**src/rtl/pulse_stretch.sv**
```systemverilog
// Multi-channel pulse-to-level stretcher: each accepted trigger drives a level
// for len cycles, then a one-cycle done pulse; optional retrigger/extension.
module pulse_stretch #(
   parameter int WIDTH  = 8,
   parameter int CNTW   = 8,
   parameter int RETRIG = 1
) (
   input  logic             clk,
   input  logic             rst_n,
   input  logic [WIDTH-1:0] signal,
   input  logic [CNTW-1:0]  len,
   output logic [WIDTH-1:0] o_level,
   output logic [WIDTH-1:0] o_done,
   output logic [WIDTH-1:0] o_miss,
   output logic             o_busy
);

   localparam logic [CNTW-1:0] ONE = CNTW'(1);

   logic [CNTW-1:0]  r_cnt [WIDTH];
   logic [WIDTH-1:0] r_done;
   logic [WIDTH-1:0] r_miss;

   logic [WIDTH-1:0] w_active;
   logic [WIDTH-1:0] w_accept;
   logic [WIDTH-1:0] w_drop;
   logic             w_len_ok;

   // NOTE: every output of always_comb gets a default before any condition, so no latch can be inferred.
   always_comb begin
      w_len_ok = (len != '0);
      w_active = '0;
      w_accept = '0;
      w_drop   = '0;
      for (int i = 0; i < WIDTH; i++) begin
         w_active[i] = (r_cnt[i] != '0);
         w_accept[i] = signal[i] && w_len_ok && (!w_active[i] || (RETRIG != 0));
         w_drop[i]   = signal[i] && w_len_ok && w_active[i] && (RETRIG == 0);
      end
   end

   // NOTE: the counter array is reset (not just the flags) because o_level is
   // decoded straight from it; sequential state uses non-blocking assignments only.
   always_ff @(posedge clk or negedge rst_n) begin
      if (!rst_n) begin
         for (int i = 0; i < WIDTH; i++) r_cnt[i] <= '0;
         r_done <= '0;
         r_miss <= '0;
      end else begin
         for (int i = 0; i < WIDTH; i++) begin
            if (w_accept[i])      r_cnt[i] <= len;
            else if (w_active[i]) r_cnt[i] <= r_cnt[i] - ONE;
            // A reload in the final active cycle suppresses the done pulse.
            r_done[i] <= (r_cnt[i] == ONE) && !w_accept[i];
         end
         r_miss <= w_drop;
      end
   end

   assign o_level = w_active;
   assign o_done  = r_done;
   assign o_miss  = r_miss;
   assign o_busy  = |w_active;

endmodule
```
**config.mk**
```make
export PLATFORM = sky130hd
export DESIGN_NAME = pulse_stretch
export DESIGN_NICKNAME = d
export VERILOG_FILES = /design/src/rtl/pulse_stretch.sv
export SDC_FILE = /design/constraint.sdc
export NUM_CORES = 1
export LEC_CHECK = 0
export CAP_MARGIN = 20
export CORE_MARGIN = 2
export CORE_UTILIZATION = 57
export CTS_CLUSTER_DIAMETER = 120
export CTS_CLUSTER_SIZE = 20
export DETAILED_ROUTE_END_ITERATION = 8
export PLACE_DENSITY = 0.8
export SLEW_MARGIN = 20
export SYNTH_ARGS = -nofsm -noshare
export SYNTH_HDL_FRONTEND = slang
export SYNTH_SLANG_ARGS = --single-unit
```
**constraint.sdc**
```tcl
create_clock -name clk -period 2.5 [get_ports clk]
set_input_delay 0.5 -clock clk [delete_from_list [all_inputs] [get_ports clk]]
set_output_delay 0.5 -clock clk [all_outputs]
set_load 0.01 [all_outputs]
```
==> run_results.csv, run 1 <==
group,metric,value,unit
grt,antenna_found_initial,0,
sta,slew_headroom,0.622,
sta,rsz0062_at_grt,"yes",
logic_synthesis,synthAdderAreaFrac,0.0713,
placement,place_area,4850,um2
flow_run,timing.max_cap.violations,0,
cells_and_area,nFillCells,563,
logic_synthesis,syn_area,4210,um2
setup_path,path_max_fanout,4,
placement,hpwl,6960,um
logic_synthesis,synth_top_family_by_area,"simple AND/OR/NAND/NOR gates",
logic_synthesis,synth_edf_count,0,
drt,totalWireLength,9900,um
cells_and_area,antenna_cells,0,
setup_path,cp_num_buf_inv,2,
sta,setup_viol,1,
floorplanning,core_area,7210,um2
drt,vias_per_cell,5.53,
clocking,cts-root-buf,"clkbuf_8",
sta,fin_crit,2.50,ns
setup_path,worstSetupStartpointType,"flip-flop",
setup_path,path_cells,"nor4_2 > buf_4 > nand3_1 > nor4_2 > nand2_1 > dlygate4sd2_1",
grt,grt_use_total,0.255,
run_status,failed_checks,"negative setup slack",
sta,period_share,1.00,
setup_path,cp_slowest_cell,"dfrtp_1",
sta,worst_pin_slew,0.561,ns
logic_synthesis,synthSimpleGateAreaFrac,0.197,
power_and_ir_drop,p_per_area,623,nW/um2
drt,wire_per_inst,16.3,um
cells_and_area,nets,548,
drt,drt_iter0_markers,236,
placement,io_buffers,34,
placement,dp_cells,593,
cells_and_area,syn2layout_area_growth,20.8,%
setup_path,crit_path_frequent_cell,"nor4_2",
logic_synthesis,synth_xor_area_frac,0.110,
sta,clock.fmax,400,MHz
setup_path,critPathRequiredTime,2.00,ns
grt,first_global_vias,3491,
setup_path,slowest_delay,0.43,ns
placement,gp_congestion,0.894,
sta,clock_skew,0.00569,ns
logic_synthesis,yosysWarningCount,0,
logic_synthesis,synthArstFlopShare,1.00,
clocking,cts_made_buffers,9,
clocking,clock_path_buffers,2,
logic_synthesis,synth_top_area_share,0.428,
logic_synthesis,synth_compound_area_frac,0.108,
setup_path,endpoint_kind,"output port",
sta,finalWorstSetupSlack,-0.00124,ns
floorplanning,die_x,90.0,um
logic_synthesis,yosys.cell_types.count,40,
clocking,cts_tree,"yes",
sta,slew_violations,0,
logic_synthesis,synth_flop_cell,"dfrtp_1",
cells_and_area,final_cells,609,
setup_path,critical_path_class,"flip-flop to output port",
sta,tns,-0.00124,ns
sta,hold_viol_final,0,
cells_and_area,final_core_utilization,0.706,
setup_path,crit_family,"simple AND/OR/NAND/NOR gates",
drt,firstDrtPassIters,5,
drt,route.vias.total,3370,
logic_synthesis,synth_area_per_cell,9.64,um2
floorplanning,initial_utilization,0.584,
logic_synthesis,postSynthCellCount,437,
run_status,status,"complete, but fails checks",
logic_synthesis,synth_seq_area_share,0.428,
setup_path,worstPathArrival,2.00,ns
power_and_ir_drop,leakagePower,2.28,nW
grt,grt_max_degree,73,
logic_synthesis,synth_common_cells,"74 x nand2_1, 72 x dfrtp_1, 41 x o21ai_1, 29 x xor2_1",
grt,grt_overflow,0,
drt,final_antenna_net_count,0,
floorplanning,placementRows,31,
logic_synthesis,synth.mux.area_fraction,0.0359,
logic_synthesis,yosysTopAreaCell,"dfrtp_1",
grt,grt_pass1_wl,16400,um
power_and_ir_drop,ir_worst_vdd,376,uV
min_path,hp-class,"input pin to asynchronous set/reset pin",
clocking,htree_levels,3,
floorplanning,die-area,8100,um2
logic_synthesis,yosysMostFrequentCell,"nand2_1",
cells_and_area,drive_above_1_share,0.176,
clocking,clk_latency,0.35,ns
logic_synthesis,synth.area.top_cells,"dfrtp_1 43%, ha_1 7.1%, nand2_1 6.6%, xor2_1 6.0%, xnor2_1 5.0%",
clocking,clkSinkCount,72,
logic_synthesis,synth_seq_cells,72,
floorplanning,ioPinCount,43,
drt,drc,0,
clocking,clk_pin_slew_worst_paths,0.07,ns
cells_and_area,finalInstanceArea,5090,um2
floorplanning,dieHeight,90.0,um
cell type report:
class	instances	area, um2	area share
Multi-Input combinational cell	334	2290	0.450
Sequential cell	72	1800	0.354
Timing Repair Buffer	73	646	0.127
Clock buffer	11	151	0.0297
Tap cell	99	124	0.0243
Inverter	16	60.1	0.0118
Clock inverter	4	20.0	0.00393
per-layer routing:
layer,wire [um],track usage,up-vias
met3,385,0.0360,22
met4,263,0.115,0
met5,0,0,-
met1,4330,0.315,1662
li1,-,-,1602
met2,4920,0.443,84
sequential cells by signal, indices dropped and copies added, names as in the netlist:
| signal | count |
|---|---|
| r_cnt | 64 |
| o_done | 8 |
report_power, final:
part / leakage, nW / switching (W) / internal (W)
Sequential: 0.882 / 0.000166 / 0.00132
Combinational: 1.31 / 0.000450 / 0.000409
Clock: 0.0947 / 0.000421 / 0.000402
Total: 2.28 / 0.00104 / 0.00213
per-stage QoR:
stage	setup WS [ns]	power, W	hold slack [ns]
2_1_floorplan	0.361	0.00203	0.204
3_3_place_gp	0.107	0.00228	0.555
3_5_place_dp	0.106	0.00233	0.561
4_1_cts	0.00637	0.00317	0.182
5_1_grt	-0.0889	0.00335	0.180
6_report	-0.00124	0.00317	0.165
timing repair:
action | 4_1_cts | 5_1_grt
pin swaps | 1 | 2
buffers inserted | 0 | 1
gates resized for setup | 9 | 6
setup endpoints to repair | 4 | 5
hold buffers | 0 | 0
worst reg2reg max path, delay by kind of cell (launching register included):
family | cells | cell delay [ns]
and+or+nand+nor | 2 | 0.43
DFF | 1 | 0.42
buffers and inverters | 2 | 0.39
muxes | 1 | 0.26
xor gates and xnor gates | 1 | 0.12
path summary, 6_finish.rpt:
path | end | slack [ns] | startpoint | cells after the start
worst max-delay path | o_busy | -0.001 | r_cnt[35] | 6
worst min-delay path | r_cnt[45] | 0.16 | rst_n | 2
worst max register to register | r_cnt[24] | 0.77 | r_cnt[27] | 6
worst min register to register | o_done[6] | 0.58 | r_cnt[15] | 2
max in group asynchronous | r_cnt[10] | 2.01 | rst_n | 2
min in group clk | o_done[6] | 0.58 | r_cnt[15] | 2
cell families (layout without fill, tap and decap cells):
group                    count (synthesis)  in the layout
XOR/XNOR                                53             53
multiplexers                            14             14
AO/OA/AOI/OAI                           65             65
flip-flops                              72             72
AND/OR/NAND/NOR                        170            170
other                                    1              8
adder cells (fa/ha/maj)                 24             24
buffers and inverters                   38            104
cells in the final DEF, fill, tap and decap left out, types with 5 or more instances in the layout:
| cell type | n |
|---|---|
| nor3_1 | 12 |
| buf_4 | 38 |
| xnor2_1 | 24 |
| o21ai_1 | 41 |
| mux2i_1 | 8 |
| nor4_1 | 6 |
| clkdlybuf4s50_1 | 28 |
| nand2_2 | 6 |
| ha_1 | 24 |
| xor2_1 | 29 |
| dfrtp_1 | 72 |
| a22o_1 | 7 |
| nand2_1 | 74 |
| inv_1 | 16 |
| nor4_2 | 7 |
| o21ai_4 | 7 |
| conb_1 | 8 |
| nor3b_1 | 5 |
| clkbuf_8 | 11 |
| nor2_1 | 23 |
| nand3_1 | 13 |
(Power assumes the default switching activity.)
==> inputs of run 2 (changes only) <==
CORE_ASPECT_RATIO = 1.1   (was unset)
==> run 2 against run 1 <==
Largest cell class unchanged; the run now ends clean; critical endpoint is now o_level[5]; combinational power about the same; total power rose by 4.5%; cell count down 2.8%.
==> run_results.csv, run 2 (synthesized netlist as in run 1, its figures left out) <==
group,metric,value,unit
clocking,cts_made_buffers,9,
clocking,htree_levels,3,
floorplanning,placementRows,32,
cells_and_area,drive_above_1_share,0.174,
drt,firstDrtPassIters,4,
floorplanning,ioPinCount,43,
setup_path,worstPathArrival,1.92,ns
grt,grt_pass1_wl,16600,um
placement,hpwl,7040,um
sta,slew_violations,0,
cells_and_area,syn2layout_area_growth,20.9,%
drt,wire_per_inst,17.1,um
sta,clock.fmax,414,MHz
setup_path,cp_slowest_cell,"clkdlybuf4s50_1",
setup_path,reg2reg_from,"r_cnt[58]",
run_status,status,"finished clean",
floorplanning,dieHeight,94.2,um
cells_and_area,top_register,"r_cnt",
floorplanning,core_area,7090,um2
drt,final_antenna_net_count,0,
setup_path,regToRegSetupSlack,0.76,ns
sta,hold_viol_final,0,
grt,grt_overflow,0,
min_path,hp-class,"input pin to asynchronous set/reset pin",
clocking,cts-root-buf,"clkbuf_8",
drt,vias_per_cell,5.62,
power_and_ir_drop,leakagePower,2.28,nW
sta,tns,0,ns
power_and_ir_drop,p_per_area,650,nW/um2
cells_and_area,largest_reg_flops,64,
clocking,clk_latency,0.35,ns
sta,slew_headroom,0.601,
drt,drc,0,
cells_and_area,nets,545,
setup_path,path_cells,"nor3_1 > nand3_1 > buf_4 > clkdlybuf4s50_1",
clocking,cts_tree,"yes",
placement,gp_congestion,0.874,
setup_path,worstReg2RegEnd,"r_cnt[63]",
sta,setup_viol,0,
setup_path,slowest_delay,0.47,ns
cells_and_area,layout_common_cells,"74 x nand2_1, 72 x dfrtp_1, 41 x o21ai_1",
sta,period_share,0.967,
grt,grt_use_total,0.270,
drt,totalWireLength,10100,um
setup_path,endpoint_kind,"output port",
clocking,clkSinkCount,72,
clocking,clock_path_buffers,2,
setup_path,critical_path_class,"flip-flop to output port",
flow_run,timing.max_cap.violations,0,
floorplanning,initial_utilization,0.595,
setup_path,worstSetupStartpointType,"flip-flop",
grt,first_global_vias,3405,
placement,io_buffers,34,
cells_and_area,final_common_cell,"nand2_1",
setup_path,reg2reg_depth,5,
sta,clock_skew,0.00909,ns
clocking,clk_pin_slew_worst_paths,0.08,ns
sta,rsz0062_at_grt,"no",
sta,fin_crit,2.42,ns
power_and_ir_drop,ir_worst_vdd,392,uV
grt,grt_max_degree,48,
power_and_ir_drop,p_total,0.00331,W
grt,antenna_found_initial,0,
drt,route.vias.total,3329,
sta,worst_pin_slew,0.599,ns
setup_path,critPathRequiredTime,2.00,ns
floorplanning,die-area,8100,um2
setup_path,path_max_fanout,5,
drt,drt_iter0_markers,171,
cells_and_area,antenna_cells,0,
cells_and_area,nFillCells,519,
floorplanning,die_x,86.0,um
clocking,cts.hold.buffers_added,0,
==> run 2: routing by layer <==
| layer | wire length (um) | part of all wire | GRT usage |
|---|---|---|---|
| met1 | 4040 | 0.40 | 0.334 |
| met2 | 5150 | 0.51 | 0.455 |
| met3 | 563 | 0.056 | 0.0343 |
| met4 | 346 | 0.034 | 0.147 |
| met5 | 0 | 0 | 0 |
==> run 2: worst max-delay path by stage <==
stage                         start          to  depth (start not counted)  slack (ns)
after floorplan           r_cnt[26]      o_busy                          4        0.36
after global placement       len[6]   r_cnt[25]                          5         0.1
after detailed placement  r_cnt[26]      o_busy                          6        0.06
after CTS                 r_cnt[43]      o_busy                          6       -0.01
after global routing      r_cnt[18]  o_level[5]                          4        0.01
final                     r_cnt[18]  o_level[5]                          4        0.08
==> run 2: final cells by class <==
| class | instances | area, um2 | area share |
|---|---|---|---|
| Clock buffer | 13 | 169 | 0.0331 |
| Inverter | 16 | 60.1 | 0.0118 |
| Sequential cell | 72 | 1800 | 0.354 |
| Clock inverter | 2 | 37.5 | 0.00737 |
| Timing Repair Buffer | 70 | 619 | 0.122 |
| Tap cell | 85 | 106 | 0.0209 |
| Multi-Input combinational cell | 334 | 2300 | 0.452 |
==> run 2: timing repair <==
action	CTS	global route
buffers inserted	2	2
pin swaps	2	4
resized for setup	7	12
endpoints found under the setup margin	4	7
==> run 2: where the power goes <==
group	switching (W)	total, W	leakage, nW	internal (W)
logic	0.000450	0.000856	1.29	0.000406
clock network	0.000421	0.000959	0.102	0.000538
registers	0.000176	0.00150	0.882	0.00132
==> run 2: per-stage QoR <==
step / setup slack [ns] / utilization / hold slack (ns) / area (um2) / cells
3_3_place_gp: 0.0983 / 0.675 / 0.541 / 4790 / 573
3_5_place_dp: 0.0587 / 0.675 / 0.539 / 4790 / 573
2_1_floorplan: 0.361 / - / 0.204 / 4240 / 444
5_1_grt: 0.0120 / 0.719 / 0.205 / 5100 / 592
6_report: 0.0836 / 0.719 / 0.157 / 5100 / 592
4_1_cts: -0.0144 / 0.711 / 0.170 / 5040 / 590
==> run 2: critical path, delay by kind of cell, from the launching register on <==
family	cells	cell delay, ns
simple gates	2	0.48
flops	1	0.43
buf+inv	2	0.65
